<file path="src/rtl/mem_bus_if_pkg.sv">
// Shared encodings and constants for the data-side bus bridge.
package mem_bus_if_pkg;

  typedef enum logic [1:0] {
    BUS_IDLE       = 2'b00,
    BUS_BUSY       = 2'b01,
    BUS_WAIT_STALL = 2'b11
  } bus_state_t;

  localparam logic [31:0] ZeroWord     = '0;
  localparam logic        WriteEnable  = 1'b1;
  localparam logic        WriteDisable = 1'b0;
  localparam logic        Stop         = 1'b1;
  localparam logic        NoStop       = 1'b0;

endpackage

</file>
<file path="src/rtl/mem_bus_if.sv">
// Memory-stage to Wishbone-style bus master bridge with read-data hold across pipeline stalls.
// Optional bus timeout abort enabled by defining MEM_BUS_TIMEOUT_EN (adds bus_err_o).
module mem_bus_if
  import mem_bus_if_pkg::*;
#(
  parameter int unsigned ADDR_W         = 32,
  parameter int unsigned DATA_W         = 32,
  parameter int unsigned TIMEOUT_CYCLES = 255
) (
  input  logic              clk,
  input  logic              rst,
  input  logic [5:0]        stall,
  input  logic              flush,
  input  logic              cpu_ce_i,
  input  logic [ADDR_W-1:0] cpu_addr_i,
  input  logic [DATA_W-1:0] cpu_data_i,
  input  logic              cpu_we_i,
  input  logic [3:0]        cpu_sel_i,
  output logic [DATA_W-1:0] cpu_data_o,
  output logic              stallreq,
  output logic [ADDR_W-1:0] bus_addr_o,
  output logic [DATA_W-1:0] bus_data_o,
  output logic              bus_we_o,
  output logic [3:0]        bus_sel_o,
  output logic              bus_stb_o,
  output logic              bus_cyc_o,
  input  logic [DATA_W-1:0] bus_data_i,
  input  logic              bus_ack_i
`ifdef MEM_BUS_TIMEOUT_EN
  ,
  output logic              bus_err_o
`endif
);

  bus_state_t        r_state;
  logic [ADDR_W-1:0] r_bus_addr;
  logic [DATA_W-1:0] r_bus_data;
  logic              r_bus_we;
  logic [3:0]        r_bus_sel;
  logic              r_bus_stb;
  logic              r_bus_cyc;
  logic [DATA_W-1:0] r_rd_buf;

`ifdef MEM_BUS_TIMEOUT_EN
  localparam int unsigned CNT_W = ($clog2(TIMEOUT_CYCLES + 1) > 8) ?
                                  $clog2(TIMEOUT_CYCLES + 1) : 8;
  logic [CNT_W-1:0] r_cnt;
  logic             r_bus_err;
  assign bus_err_o = r_bus_err;
`endif

  always_ff @(posedge clk) begin
    if (!rst) begin
      r_state    <= BUS_IDLE;
      r_bus_addr <= '0;
      r_bus_data <= '0;
      r_bus_we   <= WriteDisable;
      r_bus_sel  <= '0;
      r_bus_stb  <= 1'b0;
      r_bus_cyc  <= 1'b0;
      r_rd_buf   <= '0;
`ifdef MEM_BUS_TIMEOUT_EN
      r_cnt      <= '0;
      r_bus_err  <= 1'b0;
`endif
    end else begin
`ifdef MEM_BUS_TIMEOUT_EN
      r_bus_err <= 1'b0;
`endif
      case (r_state)
        BUS_IDLE: begin
          if (cpu_ce_i && !flush) begin
            r_bus_addr <= cpu_addr_i;
            r_bus_data <= cpu_data_i;
            r_bus_we   <= cpu_we_i;
            r_bus_sel  <= cpu_sel_i;
            r_bus_stb  <= 1'b1;
            r_bus_cyc  <= 1'b1;
            r_state    <= BUS_BUSY;
`ifdef MEM_BUS_TIMEOUT_EN
            r_cnt      <= '0;
`endif
          end
        end
        BUS_BUSY: begin
          // Priority: flush, then ack, then timeout; otherwise hold the bus stable.
          if (flush) begin
            r_bus_addr <= '0;
            r_bus_data <= '0;
            r_bus_we   <= WriteDisable;
            r_bus_sel  <= '0;
            r_bus_stb  <= 1'b0;
            r_bus_cyc  <= 1'b0;
            r_rd_buf   <= '0;
            r_state    <= BUS_IDLE;
          end else if (bus_ack_i) begin
            r_bus_addr <= '0;
            r_bus_data <= '0;
            r_bus_we   <= WriteDisable;
            r_bus_sel  <= '0;
            r_bus_stb  <= 1'b0;
            r_bus_cyc  <= 1'b0;
            if (cpu_we_i == WriteDisable) begin
              r_rd_buf <= bus_data_i;
            end
            r_state <= (stall != 6'd0) ? BUS_WAIT_STALL : BUS_IDLE;
          end
`ifdef MEM_BUS_TIMEOUT_EN
          else if (r_cnt == CNT_W'(TIMEOUT_CYCLES - 1)) begin
            r_bus_addr <= '0;
            r_bus_data <= '0;
            r_bus_we   <= WriteDisable;
            r_bus_sel  <= '0;
            r_bus_stb  <= 1'b0;
            r_bus_cyc  <= 1'b0;
            r_rd_buf   <= '0;
            r_bus_err  <= 1'b1;
            r_state    <= BUS_IDLE;
          end else begin
            r_cnt <= r_cnt + CNT_W'(1);
          end
`endif
        end
        BUS_WAIT_STALL: begin
          if (flush) begin
            r_rd_buf <= '0;
            r_state  <= BUS_IDLE;
          end else if (stall == 6'd0) begin
            r_state <= BUS_IDLE;
          end
        end
        default: r_state <= BUS_IDLE;
      endcase
    end
  end

  always_comb begin
    stallreq   = NoStop;
    cpu_data_o = '0;
    case (r_state)
      BUS_IDLE: begin
        stallreq = (cpu_ce_i && !flush) ? Stop : NoStop;
      end
      BUS_BUSY: begin
        stallreq = bus_ack_i ? NoStop : Stop;
        if (bus_ack_i && cpu_we_i == WriteDisable) begin
          cpu_data_o = bus_data_i;
        end
      end
      BUS_WAIT_STALL: begin
        cpu_data_o = r_rd_buf;
      end
      default: ;
    endcase
  end

  assign bus_addr_o = r_bus_addr;
  assign bus_data_o = r_bus_data;
  assign bus_we_o   = r_bus_we;
  assign bus_sel_o  = r_bus_sel;
  assign bus_stb_o  = r_bus_stb;
  assign bus_cyc_o  = r_bus_cyc;

endmodule

</file>
<file path="config.mk">
export PLATFORM = sky130hd
export DESIGN_NAME = mem_bus_if
export DESIGN_NICKNAME = d
export VERILOG_FILES = /design/src/rtl/mem_bus_if_pkg.sv /design/src/rtl/mem_bus_if.sv
export SDC_FILE = /design/constraint.sdc
export NUM_CORES = 1
export LEC_CHECK = 0
export BUFFER_PORTS_ARGS = -buffer_cell sky130_fd_sc_hd__buf_4
export CORE_ASPECT_RATIO = 1.1
export CORE_MARGIN = 4
export CORE_UTILIZATION = 25
export DETAILED_ROUTE_END_ITERATION = 6
export PLACE_DENSITY_LB_ADDON = 0.3
export SKIP_CTS_REPAIR_TIMING = 1
export SYNTH_ARGS = -nofsm -noshare
export SYNTH_HDL_FRONTEND = slang
export SYNTH_SLANG_ARGS = --single-unit
</file>
<file path="constraint.sdc">
create_clock -name clk -period 1.8 [get_ports clk]
set_input_delay 0.18 -clock clk [delete_from_list [all_inputs] [get_ports clk]]
set_output_delay 0.18 -clock clk [all_outputs]
set_load 0.05 [all_outputs]
</file>
Yosys cells after proc, flatten, opt, wreduce, memory -nomap -nowiden
Cells that the tools add are included.

word-level totals
  register bits after elaboration = 104

operators by class
  equality and inequality tests = 7
  multiplexer cells = 33
  bitwise logic cells = 1
  reduce and logical (&&, ||, !) cells = 11

operator list
  kind                                            number
  2-to-1 mux 32 bit                               9
  case mux 32 bit (2 select lines)                4
  2-to-1 mux 2 bit                                6
  2-to-1 mux 4 bit                                3
  != test 3 bit (second input constant)           3
  case mux 4 bit (2 select lines)                 1
  zero test 6 bit                                 1
  2-to-1 mux 1 bit                                6
  case mux 1 bit (2 select lines)                 3
  case mux 2 bit (3 select lines)                 1
  AND reduction 3 bit                             2
  nonzero test 6 bit                              1
  != test 2 bit (second input constant)           2
  AND reduction 4 bit                             1
  nonzero test 2 bit                              2
  == test 2 x 1 -> 1 bit (second input constant)  1
  == test 2 bit (second input constant)           1
  logical AND 1 bit                               2
  zero test 2 bit                                 1
  zero test 1 bit                                 1
  inverter 1 bit                                  1

Depth between registers and ports, before layout
  depth after elaboration = 5
  gate-level depth with buffers = 7

Worst setup path after synthesis
Ideal clock, no wire load.

  path kind = register to output
  from = register r_state[0]
  to = output cpu_data_o[0]
  data arrival time = 1638 ps
  data required time = 1620 ps
  path slack = -18 ps
  cell stages (with the launch flop) = 6
  cell sequence = dfxtp_1 > buf_2 > nor4bb_1 > clkbuf_1 > clkbuf_1 > a22o_1

on the way
  longest elaborated chain between the ends = 2

RTL lines
  element                                                  line               RTL
  from (decl)                                              mem_bus_if.sv:35   bus_state_t r_state;
  from (signal assigned)                                   mem_bus_if.sv:106  r_state <= (stall != 6'd0) ? BUS_WAIT_STALL : BUS_IDLE;
  == test 2 bit or == test 2 x 1 -> 1 bit (tied branches)  mem_bus_if.sv:140  case (r_state)
  case mux 32 bit (2 select lines) (*)                     mem_bus_if.sv:140
  to (decl)                                                mem_bus_if.sv:19   output logic [DATA_W-1:0] cpu_data_o,

Every way passes the cells marked *; elsewhere a longest branch is shown, timed or not.

Worst setup path after layout
  from = register r_state[1]
  to = output cpu_data_o[17]

Same word-level chain as after synthesis.

==> flow_metrics.py <==
metrics = {
    "worst_setup_path": {
        "critical_path_buf_inv_count": 3,
        "cp-start-kind": "register",
        "critPathSlowestCell": "dfxtp_4",
        "crit_path_max_fanout": 8,
        "rr_worst_depth": 7,
        "r2r_slack_ns": 0.11,
        "cp.arrival_ns": 1.63,
        "required_ns": 1.62,
        "max_stage_delay_ns": 0.37,
        "path_cells": "nor4bb_4 -> buf_6 -> clkbuf_16 -> a22o_2 -> buf_8",
        "rr_endpoint": "r_rd_buf[20]$_SDFFE_PN0P_",
        "cp-end-kind": "output pin",
        "cp_top_family": "buffers and inverters",
        "critical_path_class": "register to output pin",
        "reg2reg_from": "r_state[1]$_SDFFE_PN0P_",
    },
    "route": {
        "antenna_left": 0,
        "vias": 3285,
        "routed_wl_mm": 11.43,
        "wl_per_cell_um": 16.38,
        "drtIter0Drc": 194,
        "drc": 0,
        "drtPass1Iterations": 4,
        "routed_via_density": 4.706,
    },
    "global_routing": {
        "grt_max_degree": 38,
        "grt_pass1_wl_mm": 16.47,
        "grt_pass1_vias": 3252,
        "overflow": 0,
        "grt_usage_pct": 12.58,
        "antenna_found_initial": 0,
    },
    "cells_and_area": {
        "antenna_cells": 0,
        "final_cell_mix": "buf_4 (185), a22o_1 (103), dfxtp_1 (103)",
        "layout.nets": 617,
        "mostFrequentLayoutCell": "buf_4",
        "utilization_pct": 44.68,
        "area_growth_pct": 73.88,
        "fin_area_um2": 6213,
        "drive_gt1_share_pct": 55.69,
    },
    "timing": {
        "setup_slack_ns": -0.01257,
        "fin_skew_ns": 0.009005,
        "rsz0062_at_grt": "true",
        "maxSlewViolCount": 0,
        "fin_crit_sh_pct": 100.7,
        "fmax_mhz": 551.7,
        "relSlewSlack_pct": 76.72,
        "finalCriticalPeriod_ns": 1.813,
        "hold_ws_ns": 0.03514,
        "hold_viol": 0,
        "tightest_slew_ns": 0.3484,
        "setup-violations-final": 7,
    },
    "clock_network": {
        "cts_buffers": 9,
        "root_buffer": "clkbuf_16",
        "cts_tree": "done",
        "clk_latency_ns": 0.35,
        "cts.sinks": 104,
        "cts.clk_slew.worst_paths_ns": 0.08,
        "h-tree-depth": 3,
        "cts_buffer_depth": 2,
    },
    "hold_path": {
        "hold_class": "input pin to register",
        "hold_end": "bus_addr_o[1]$_SDFFE_PN0P_",
        "hold_path_depth": 2,
        "min-delay-start": "cpu_addr_i[1]",
    },
    "placed_design": {
        "port_buffers": 215,
        "place.gp.congestion": 0.7452,
        "pre_cts_ws_ns": 0.09284,
        "place_area_um2": 5505,
        "dpl.hpwl_mm": 7.442,
    },
    "run_status": {
        "violations": "setup timing",
        "run_status": "finished with violations",
    },
    "run": {
        "maxCapViolCount": 0,
    },
    "power_and_ir_drop": {
        "ir_worst_vdd_v": 0.0003942,
        "p_leak_nw": 2.846,
        "p_per_area_nw_per_um2": 871.9,
        "total_power_mw": 5.417,
    },
    "logic_synthesis": {
        "synth_cell_type_count": 22,
        "syn_avg_cell_area_um2": 12.07,
        "syn-num-nets": 408,
        "synth_warnings": 0,
        "seq_area_frac_synth_pct": 58.26,
        "syn-instance-count": 296,
        "ys_seq_elements": 104,
        "syn_area_um2": 3573,
    },
    "die": {
        "die-height_um": 133.4,
        "start_util_pct": 25.70,
        "die_area_um2": 16270,
        "io_pins": 216,
        "rows": 45,
        "coreArea_um2": 13910,
        "fp.dieW_um": 122.0,
    },
}
## how the worst max path moves through the flow
| stage | startpoint | to | cells after the start |
|---|---|---|---|
| 2_1_floorplan | r_state[1]$_SDFFE_PN0P_ | bus_data_o[10]$_SDFFE_PN0P_ | 7 |
| 3_3_place_gp | r_state[1]$_SDFFE_PN0P_ | bus_data_o[10]$_SDFFE_PN0P_ | 4 |
| 3_5_place_dp | r_state[1]$_SDFFE_PN0P_ | bus_addr_o[31]$_SDFFE_PN0P_ | 4 |
| 4_1_cts | r_state[1]$_SDFFE_PN0P_ | cpu_data_o[1] | 4 |
| 5_1_grt | r_state[1]$_SDFFE_PN0P_ | cpu_data_o[29] | 5 |
| 6_report | r_state[1]$_SDFFE_PN0P_ | cpu_data_o[17] | 5 |
## synth_stat cells
cell type / instances / area (um^2)
nor4b_2: 1 / 15.01
nor3_1: 2 / 10.01
and2_1: 1 / 6.260
nor3b_1: 2 / 15.01
buf_6: 3 / 33.78
a211oi_1: 1 / 7.510
nor2_1: 4 / 15.01
nand3b_1: 1 / 7.510
nor4bb_1: 1 / 10.01
a221oi_1: 1 / 8.760
a21oi_1: 2 / 10.01
and3_1: 1 / 6.260
buf_2: 9 / 45.04
dfxtp_1: 104 / 2082
o311a_1: 1 / 10.01
inv_1: 3 / 11.26
buf_4: 1 / 7.510
a22o_1: 133 / 1165
o21ai_0: 3 / 15.01
clkbuf_1: 20 / 75.07
or4_1: 1 / 7.510
or4b_1: 1 / 10.01
## where the power goes
group	total [mW]	internal (mW)	switching (mW)
logic	0.955	0.406	0.549
clock network	2.03	1.11	0.921
registers	2.43	2.38	0.0497
total	5.42	3.90	1.52
## sequential cells by signal (all words and copies together) (netlist names)
signal      flops
bus_addr_o     32
bus_cyc_o       1
bus_data_o     32
bus_sel_o       4
bus_we_o        1
r_rd_buf       32
r_state         2
## cell type report
cell class / count / area, um^2
repair buffers: 231 / 2078
clock inverters: 7 / 90.09
fillers: 1272 / 7694
flip-flops and latches: 104 / 2086
well taps: 188 / 235.2
clock buffers: 9 / 225.2
inverters: 3 / 11.26
multi-input cells: 156 / 1488
## stage by stage
stage	setup TNS [ns]	cells
after global placement	0	675
after detailed placement	0	675
final	-0.05833	698
after global routing	-2.246	698
after floorplan	0	296
after CTS	-4.907	691
## metal layers
metal  part of all wire, %  vias to the layer above  GRT usage, %
met4                   1.3                        0         5.355
met2                    48                      136         19.84
met5                     0                        -             0
li1                      -                     1586             -
met3                   7.8                        9         3.992
met1                    43                     1554         15.79
## cells by family after synthesis
kind of cell,Yosys count,share of synthesized area [%]
compound gates,141,34.03
simple gates,15,2.871
buf+inv,36,4.832
flops,104,58.26
No activity file was read; power rests on OpenSTA's default activity.
